$ cat src/rtl/mydp.sv
// Four-register shift/ALU datapath with sticky overflow,
// saturating load counter and a registered R2-load pulse.
module mydp (
   input  logic        clk,
   input  logic        rst,
   input  logic        clr,
   input  logic [1:0]  sel,
   input  logic [2:0]  w,
   input  logic [2:0]  s,
   input  logic [3:0]  ce,
   input  logic [7:0]  a,
   input  logic [7:0]  b,
   output logic [15:0] y,
   output logic        ovf,
   output logic [3:0]  cnt,
   output logic        done
);

   logic [3:0][15:0] r_q, r_d;
   logic             ovf_q, ovf_d;
   logic [3:0]       cnt_q, cnt_d;
   logic             done_q, done_d;

   logic [15:0] op;
   logic [22:0] sh_wide;
   logic [15:0] sh;
   logic        loss;
   logic [16:0] ext;
   logic [15:0] alu;
   logic        arith;
   logic        shift_used;

   always_comb begin
      op = 16'd0;
      unique case (sel)
         2'd0: op = {8'd0, a};
         2'd1: op = {8'd0, b};
         2'd2: op = r_q[0];
         2'd3: op = r_q[1];
      endcase
   end

   // 23 bits hold every bit a 7-place shift can push out.
   assign sh_wide = {7'd0, op} << s;
   assign sh      = sh_wide[15:0];
   assign loss    = |sh_wide[22:16];

   always_comb begin
      ext        = 17'd0;
      alu        = 16'd0;
      arith      = 1'b0;
      shift_used = 1'b1;
      unique case (w)
         3'd0: alu = sh;
         3'd1: begin
            ext   = {1'b0, r_q[3]} + {1'b0, sh};
            alu   = ext[15:0];
            arith = ext[16];
         end
         3'd2: begin
            ext   = {1'b0, r_q[3]} - {1'b0, sh};
            alu   = ext[15:0];
            arith = ext[16];
         end
         3'd3: alu = r_q[3] & sh;
         3'd4: begin
            ext        = {1'b0, r_q[0]} + {1'b0, r_q[1]};
            alu        = ext[15:0];
            arith      = ext[16];
            shift_used = 1'b0;
         end
         3'd5: begin
            ext        = {1'b0, r_q[0]} - {1'b0, r_q[1]};
            alu        = ext[15:0];
            arith      = ext[16];
            shift_used = 1'b0;
         end
         3'd6: alu = r_q[3] | sh;
         3'd7: alu = r_q[3] ^ sh;
      endcase
   end

   always_comb begin
      r_d    = r_q;
      ovf_d  = ovf_q;
      cnt_d  = cnt_q;
      done_d = 1'b0;
      if (clr) begin
         r_d   = '0;
         ovf_d = 1'b0;
         cnt_d = 4'd0;
      end else if (|ce) begin
         for (int k = 0; k < 4; k++) begin
            if (ce[k]) r_d[k] = alu;
         end
         ovf_d  = ovf_q | arith | (loss & shift_used);
         cnt_d  = (cnt_q == 4'd15) ? cnt_q : cnt_q + 4'd1;
         done_d = ce[2];
      end
   end

   always_ff @(posedge clk) begin
      if (rst) begin
         r_q    <= '0;
         ovf_q  <= 1'b0;
         cnt_q  <= 4'd0;
         done_q <= 1'b0;
      end else begin
         r_q    <= r_d;
         ovf_q  <= ovf_d;
         cnt_q  <= cnt_d;
         done_q <= done_d;
      end
   end

   assign y    = r_q[2];
   assign ovf  = ovf_q;
   assign cnt  = cnt_q;
   assign done = done_q;

endmodule

$ cat config.mk
export PLATFORM = sky130hd
export DESIGN_NAME = mydp
export DESIGN_NICKNAME = d
export VERILOG_FILES = /design/src/rtl/mydp.sv
export SDC_FILE = /design/constraint.sdc
export NUM_CORES = 1
export LEC_CHECK = 0
export BUFFER_PORTS_ARGS = -buffer_cell sky130_fd_sc_hd__buf_4
export CAP_MARGIN = 20
export CORE_MARGIN = 1.5
export CORE_UTILIZATION = 30
export DETAILED_ROUTE_END_ITERATION = 10
export GPL_TIMING_DRIVEN = 0
export PLACE_DENSITY = 0.55
export SKIP_CTS_REPAIR_TIMING = 1
export SLEW_MARGIN = 5
export SYNTH_ARGS = -nofsm -noshare
export SYNTH_HDL_FRONTEND = slang
export SYNTH_SLANG_ARGS = --single-unit
$ cat constraint.sdc
create_clock -name clk -period 3.5 [get_ports clk]
set_input_delay 0.175 -clock clk [delete_from_list [all_inputs] [get_ports clk]]
set_output_delay 0.175 -clock clk [all_outputs]
set_load 0.05 [all_outputs]
Yosys cells after proc, flatten, opt, wreduce, memory -nomap -nowiden:

Cells that the tools add are included.

* bits in registers: 70
* input port bits: 31
* output and inout bits: 22
* logic and storage cells: 48

* $add $sub $neg: 5
* eq/ne operators: 11
* shifts and indexed selects: 1
* muxes and demuxes: 4
* bitwise logic cells: 8
* reduce and logical (&&, ||, !) cells: 12

Operator list (number)
* $pmux W16 S8: 1
* $pmux W16 S4: 1
* $add A16 B16 Y17: 2
* $sub A16 B16 Y17: 2
* $shl A16 B3 Y23: 1
* $and A16 B16 Y16: 1
* $or A16 B16 Y16: 1
* $xor A16 B16 Y16: 1
* $eq A3 B3 Y1 const B: 4
* $reduce_and A2 Y1: 5
* $reduce_or A7 Y1: 1
* $eq A3 B2 Y1 const B: 2
* $add A4 B1 Y4 const B: 1
* $eq A2 B2 Y1 const B: 2
* $eq A4 B4 Y1 const B: 1
* $pmux W1 S4: 1
* $reduce_or A2 Y1: 2
* $reduce_or A4 Y1: 1
* $eq A3 B1 Y1 const B: 1
* $logic_not A3 Y1: 1
* $reduce_or A3 Y1: 1
* $eq A2 B1 Y1 const B: 1
* $logic_not A2 Y1: 1
* $not A1 Y1: 2
* other kinds (3): 4

Depth between registers and ports, before layout:

Gate-level depths: netlist of run 1.

* depth after elaboration: 7
* mapped depth: 18
* depth with buffers taken out: 15

Worst setup path before layout of run 1:

Ideal clock, no wire load.

* path kind: register to register
* start point: register r_q[1] (netlist name)
* end point: register r_q[10] (netlist name)
* arrival: 3.459 ns
* path slack: -0.083 ns
* cell stages (with the launch flop): 16
* path buffers: 1
* clock period less this slack: 3.583 ns
* cell sequence: dfxtp_1 > mux4_1 > mux2_2 > o21ai_0 > nor2_1 > inv_1 > ha_1 > buf_2 > a211o_1 > a21o_1 > a221o_1 > and3_1 > o41ai_1 > o211ai_1 > o221ai_2 > o21ai_1

* cells in the longest elaborated chain, start to end: 4
* elaborated cells between the ends (all ways): 10
* those cells by class: add/sub: 4; shift: 1; mux: 2; bitwise: 3

RTL lines
* from (decl): RTL line 19 `logic [3:0][15:0] r_q, r_d;`
* from (signal assigned): RTL line 109 `r_q <= r_d;`
* $pmux W16 S4: RTL line 35 `unique case (sel)`
* $shl A16 B3 Y23: RTL line 44 `assign sh_wide = {7'd0, op} << s;`
* $sub A16 B16 Y17 (tied with other cells): RTL line 61 `ext = {1'b0, r_q[3]} - {1'b0, sh};`
* $pmux W16 S8 *: RTL line 53 `unique case (w)`

Mark *: on every way between the ends. The rest lies on a longest branch, timed or not.
A chain may end at the register's enable or synchronous reset.

Final worst setup path of run 1:

* start point: register r_q[1] (netlist name)
* end point: register r_q[31] (netlist name)

The elaborated chain is that of the path after synthesis.

==> impl_metrics.yaml, run 1 <==
floorplan:
  initial_core_util_pct: 30.8
  rows: 60
  fp.dieH_um: 170
  core_um2: 27100
  fp.dieW_um: 170
  dieArea_um2: 28800
  io-pin-count: 53
clock_tree:
  root_buffer: "clkbuf_16"
  clk_latency_ns: 0.35
  cts_buffer_depth: 2
  clk_transition_reported_paths_ns: 0.06
  cts.sinks: 70
  cts.htree.levels: 3
  numCtsBuffers: 9
  cts_tree: "yes"
worst_setup_path:
  start_kind: "flop"
  required_ns: 3.78
  path_max_fanout: 5
  endpoint_kind: "flop"
  worstPathArrival_ns: 4.21
  path_class: "flop to flop"
placed_design:
  globalplace.congestion: 0.936
  dp_cells: 1480
  port_buffers: 44
  place_hpwl_um: 24000
yosys:
  syn_avg_cell_area_um2: 7.85
  yosys_register_bits: 70
  synth_cells: 1063
  yosysMostFrequentCell: "ha_1"
  ys.flop_type: "dfxtp_1"
  synthTopCellsByArea: "dfxtp_1 (17%), ha_1 (13%), a21oi_1 (4.4%), mux2i_1 (4.1%), nor2_1 (3.7%)"
  async_flop_share_pct: 0
  yosys.area.top_type_share_pct: 16.8
  netlist_area_um2: 8350
  synth_common_cells: "ha_1 (87), nor2_1 (83), inv_1 (80), a21oi_1 (73), dfxtp_1 (70)"
  synth_edf_count: 0
  ys_types: 95
  yosys.area.top_type: "dfxtp_1"
  yosys_warnings: 0
  syn_nets: 1185
  ys_seq_area_share_pct: 16.8
status:
  status: "complete, but fails checks"
  violations: "negative setup slack"
detailed_routing:
  ant_nets: 0
  dr.pass1.iters: 5
  drc: 0
  vias_per_cell: 5.62
  wirelength_um: 31300
  routedWlPerCell_um: 20.5
  vias: 8580
  drt_iter0_drc: 717
timing:
  drv_slew: 0
  skew_ns: 0.00897
  slew-limit-headroom_pct: 22.6
  worst_hold_slack_ns: 0.236
  fin_ws_ns: -0.437
  hold_viol_final: 0
  setup_viol: 43
  finalCritPeriodShare_pct: 112
  rsz0062_at_grt: "true"
  post-route-min-period_ns: 3.94
  max_clock_freq_mhz: 254
  worstMarginPinSlew_ns: 1.16
power_and_ir_drop:
  power_density_nw_per_um2: 319
  switching_share_pct: 40.1
  power_frac_seq_pct: 26.0
  p_switching_uw: 1350
  ir_worst_vdd_uv: 213
  leakage_uw: 0.00425
  p_clk_share_pct: 27.8
  power.internal_uw: 2010
  pwr-share-comb_pct: 46.1
  finalPower_uw: 3360
final_layout:
  final_cells: 1528
  area_delta_synth_final_pct: 25.9
  fin_util_pct: 38.8
  final_net_count: 1274
  antenna_cells: 0
  drive_gt1_share_pct: 26.0
global_routing:
  grt_overflow_total: 0
  grt_pass1_vias: 7822
  antenna_found_initial: 0
  grt.total_usage_pct: 21.0
  grt_max_degree: 13
  grt_pass1_wl_um: 46200
min_path:
  worstHoldPathType: "input port to flop"
job:
  max-cap-violations: 0
==> kinds of logic (layout without fill, tap and decap cells) <==
logic type	after synthesis	after routing	synth area share, %
simple gates	319	319	19.7
compound gates	335	335	28.7
flops	70	70	16.8
buf+inv	169	262	9.04
mux	62	62	10.0
xor+xnor	17	17	1.78
fa+ha+maj	91	91	14.0
==> metrics by stage <==
| stage | setup TNS, ns | area (µm²) | setup slack, ns |
|---|---|---|---|
| after floorplan | 0 | 8350 | 0.00441 |
| after global placement | -34.07 | 9140 | -1.15 |
| after detailed placement | -30.44 | 9150 | -1.01 |
| after CTS | -29.37 | 9440 | -0.911 |
| after global routing | -15.79 | 10500 | -0.546 |
| final | -11.45 | 10500 | -0.437 |
==> layout by cell type (no fill, tap or decap), drive strengths merged, types with 11 or more instances in the layout <==
cell type	count
clkbuf	46
nor2	84
o311ai	13
inv	81
nor2b	17
or3	13
a21oi	77
a21o	17
ha	87
buf	128
o211ai	17
nand2	66
nand3	27
mux2	13
mux2i	34
dfxtp	70
nand2b	30
mux4	15
o31ai	12
nand3b	14
xnor2	11
o21ai	60
nor3	25
==> cell type report <==
type                       instances  area, µm²
fill                            2804      16600
multi-input combinational        824       6920
sequential                        70       1420
timing repair buffer              79        633
buffer                            86        469
tap                              372        465
inverter                          82        310
clock buffer                       9        225
clock inverter                     6       63.8
==> final timing paths <==
path                from       to  slack, ns  cells after the start
hold reg to reg    y[15]    y[15]       0.47                      2
setup reg to reg  r_q[1]  r_q[31]      -0.44                     15
setup / recovery  r_q[1]  r_q[31]      -0.44                     15
hold / removal       rst  r_q[27]       0.24                      4
==> per-layer routing <==
layer / vias up / wire length, µm / GRT usage (%)
met5: - / 0 / 0
met4: 0 / 909 / 6.69
met3: 64 / 1560 / 2.85
met2: 283 / 14300 / 33.3
met1: 4166 / 14600 / 29.1
li1: 4067 / - / -
==> power groups by stage <==
stage | Combinational (µW) | Clock, µW | Sequential (µW)
after floorplan | 884 | 0 | 888
after global placement | 1230 | 0 | 891
after detailed placement | 1240 | 0 | 892
after CTS | 1240 | 945 | 875
after global routing | 1660 | 984 | 879
final | 1550 | 934 | 874
==> critical path, stage by stage, from the launching register on <==
cell and delay [ns]:
dfxtp_4 0.36, mux4_2 0.51, mux2_4 0.32, mux2i_4 0.21, nor2_4 0.06, a21oi_4 0.28
ha_4 0.22, nor3b_4 0.29, nor2_2 0.08, o211ai_1 0.10, nand3b_1 0.28, a211oi_2 0.40
mux2i_2 0.28, buf_6 0.16, o311ai_4 0.11, a21oi_1 0.19
==> sequential cells by signal (all words and copies together), names as in the netlist <==
signal  cells
cnt         4
r_q        48
ovf         1
y          16
done        1
(Power assumes the default switching activity.)
==> run 2, diff against run 1 <==
--- a/config.mk
+++ b/config.mk
@@ -11,8 +11,7 @@
 export CORE_UTILIZATION = 30
 export DETAILED_ROUTE_END_ITERATION = 10
 export GPL_TIMING_DRIVEN = 0
-export PLACE_DENSITY = 0.55
-export SKIP_CTS_REPAIR_TIMING = 1
+export PLACE_DENSITY = 0.53
 export SLEW_MARGIN = 5
 export SYNTH_ARGS = -nofsm -noshare
 export SYNTH_HDL_FRONTEND = slang
==> constraint.sdc (replaced) <==
create_clock -name clk -period 4.7 [get_ports clk]
set_input_delay 0.235 -clock clk [delete_from_list [all_inputs] [get_ports clk]]
set_output_delay 0.235 -clock clk [all_outputs]
set_load 0.05 [all_outputs]
==> impl_metrics.yaml, run 2 (synthesis results as in run 1) <==
power_and_ir_drop:
  p_clk_share_pct: 30.0
  pwr-share-comb_pct: 41.3
  leakage_uw: 0.00394
  p_switching_uw: 899
  ir_worst_vdd_uv: 116
  finalPower_uw: 2270
  power_density_nw_per_um2: 241
  power_frac_seq_pct: 28.7
  switching_share_pct: 39.6
  power.internal_uw: 1370
floorplan:
  io-pin-count: 53
  fp.dieW_um: 170
  dieArea_um2: 28800
  rows: 60
  initial_core_util_pct: 30.8
  core_um2: 27100
  fp.dieH_um: 170
placed_design:
  port_buffers: 44
  globalplace.congestion: 0.938
  place_hpwl_um: 24000
clock_tree:
  cts_hold_buf: 0
  numCtsBuffers: 9
  cts_buffer_depth: 2
  cts.htree.levels: 3
  clk_transition_reported_paths_ns: 0.06
  cts_tree: "yes"
  post_cts_buffers: 0
  postCtsResizedCells: 0
  cts.sinks: 70
  root_buffer: "clkbuf_16"
  clk_latency_ns: 0.35
final_layout:
  area_delta_synth_final_pct: 13.1
  seq_area_um2: 1400
  final_common_cell: "ha_1"
  layout_common_cells: "ha_1 (87), nor2_1 (83), inv_1 (80)"
  drive_gt1_share_pct: 14.4
  multi_input_area_um2: 6200
  top_register: "r_q"
  nFillCells: 2918
  largest_reg_flops: 48
  final_net_count: 1241
worst_setup_path:
  r2r-start: "r_q[1]"
  worst_path_most_repeated_cell: "o21ai_0"
  crit_slowest_cell: "mux4_1"
  endpoint_kind: "flop"
  max_stage_delay_ns: 0.58
  worstPathArrival_ns: 4.69
  rr_endpoint: "r_q[28]"
  path_max_fanout: 9
  required_ns: 4.88
  cp_cell_sequence: "mux4_1 -> mux2_2 -> o21ai_0 -> mux2i_1 -> inv_1 -> ha_1 -> clkbuf_2 -> or2_1 -> o311ai_2 -> o211a_1 -> o21ai_0 -> nand2b_1 -> xnor2_1 -> a2111oi_4 -> a311oi_1"
  rr_worst_depth: 15
  path_class: "flop to flop"
  r2r_slack_ns: 0.19
  start_kind: "flop"
detailed_routing:
  dr.pass1.iters: 5
  vias: 8316
  wirelength_um: 30100
  drt_iter0_drc: 870
  drc: 0
  vias_per_cell: 5.56
  ant_nets: 0
  routedWlPerCell_um: 20.1
timing:
  hold_viol_final: 0
  worst_hold_slack_ns: 0.297
  slew-limit-headroom_pct: 24.5
  skew_ns: 0.00869
  setup_viol: 0
  rsz0062_at_grt: "false"
  max_clock_freq_mhz: 222
  finalCritPeriodShare_pct: 95.9
  drv_slew: 0
  post-route-min-period_ns: 4.51
  worstMarginPinSlew_ns: 1.13
status:
  status: "finished clean"
min_path:
  hold-path-endpoint: "r_q[26]"
  min_from: "rst"
  whs_path_depth: 4
  worstHoldPathType: "input port to flop"
global_routing:
  antenna_found_initial: 0
  grt_max_degree: 12
  grt_pass1_wl_um: 46300
  grt_overflow_total: 0
  grt_pass1_vias: 7799
  grt.total_usage_pct: 21.1
job:
  max-cap-violations: 0
-- run 2: cell count changes in the layout (fill, tap and decap cells not counted), sizes merged --
cell / before / now
clkbuf: 46 / 49
buf: 128 / 93
diode: 0 / 2
clkinv: 4 / 2
-- run 2: power groups by stage --
stage	logic, µW	clock network (µW)	registers (µW)
after floorplan	657	0	661
after global placement	918	0	663
after detailed placement	920	0	664
after CTS	925	693	651
after global routing	1020	721	656
final	938	682	652
-- run 2: critical path, delay by kind of cell (launching register included) --
family	cells	cell delay (ns)
fa+ha+maj	1	0.23
mux	3	1.12
flops	1	0.39
compound gates	6	1.76
simple gates	2	0.36
buf+inv	2	0.32
xor+xnor	1	0.12
-- run 2: worst max-delay path by stage --
stage               cells past startpoint       to    from  slack (ns)
floorplan                              16  r_q[10]  sel[0]        1.06
global route                           15  r_q[28]  r_q[1]        0.02
finish                                 15  r_q[28]  r_q[1]        0.19
detailed placement                     16  r_q[11]  sel[0]        0.11
CTS                                    15  r_q[11]  r_q[1]        0.12
global placement                       17  r_q[15]    s[0]       -0.01
-- run 2: area by class of cell --
type / count / area share (%)
Tap cell: 372 / 4.93
Inverter: 82 / 3.26
Sequential cell: 70 / 14.8
Buffer: 87 / 4.73
Clock buffer: 10 / 2.43
Clock inverter: 4 / 0.530
Antenna cell: 2 / 0.0530
Multi-Input combinational cell: 824 / 65.7
Timing Repair Buffer: 45 / 3.55
-- run 2: metal layers --
layer	wire (µm)	global-route usage (%)	share of wire, %	up-vias
met2	14000	34.7	46	269
met3	1500	2.71	5.0	34
li1	-	-	-	4000
met5	0	0	0	-
met1	14200	29.3	47	4013
met4	497	4.42	1.6	0
-- run 2: metrics by stage --
stage	cell area (µm²)	setup TNS, ns	utilization (%)	instances	setup slack (ns)
6_report	9440	0	34.8	1496	0.193
3_5_place_dp	9150	0	33.8	1480	0.110
4_1_cts	9430	0	34.8	1494	0.119
3_3_place_gp	9140	-0.0140	33.7	1479	-0.0140
2_1_floorplan	8350	0	-	1063	1.06
5_1_grt	9430	0	34.8	1494	0.0207
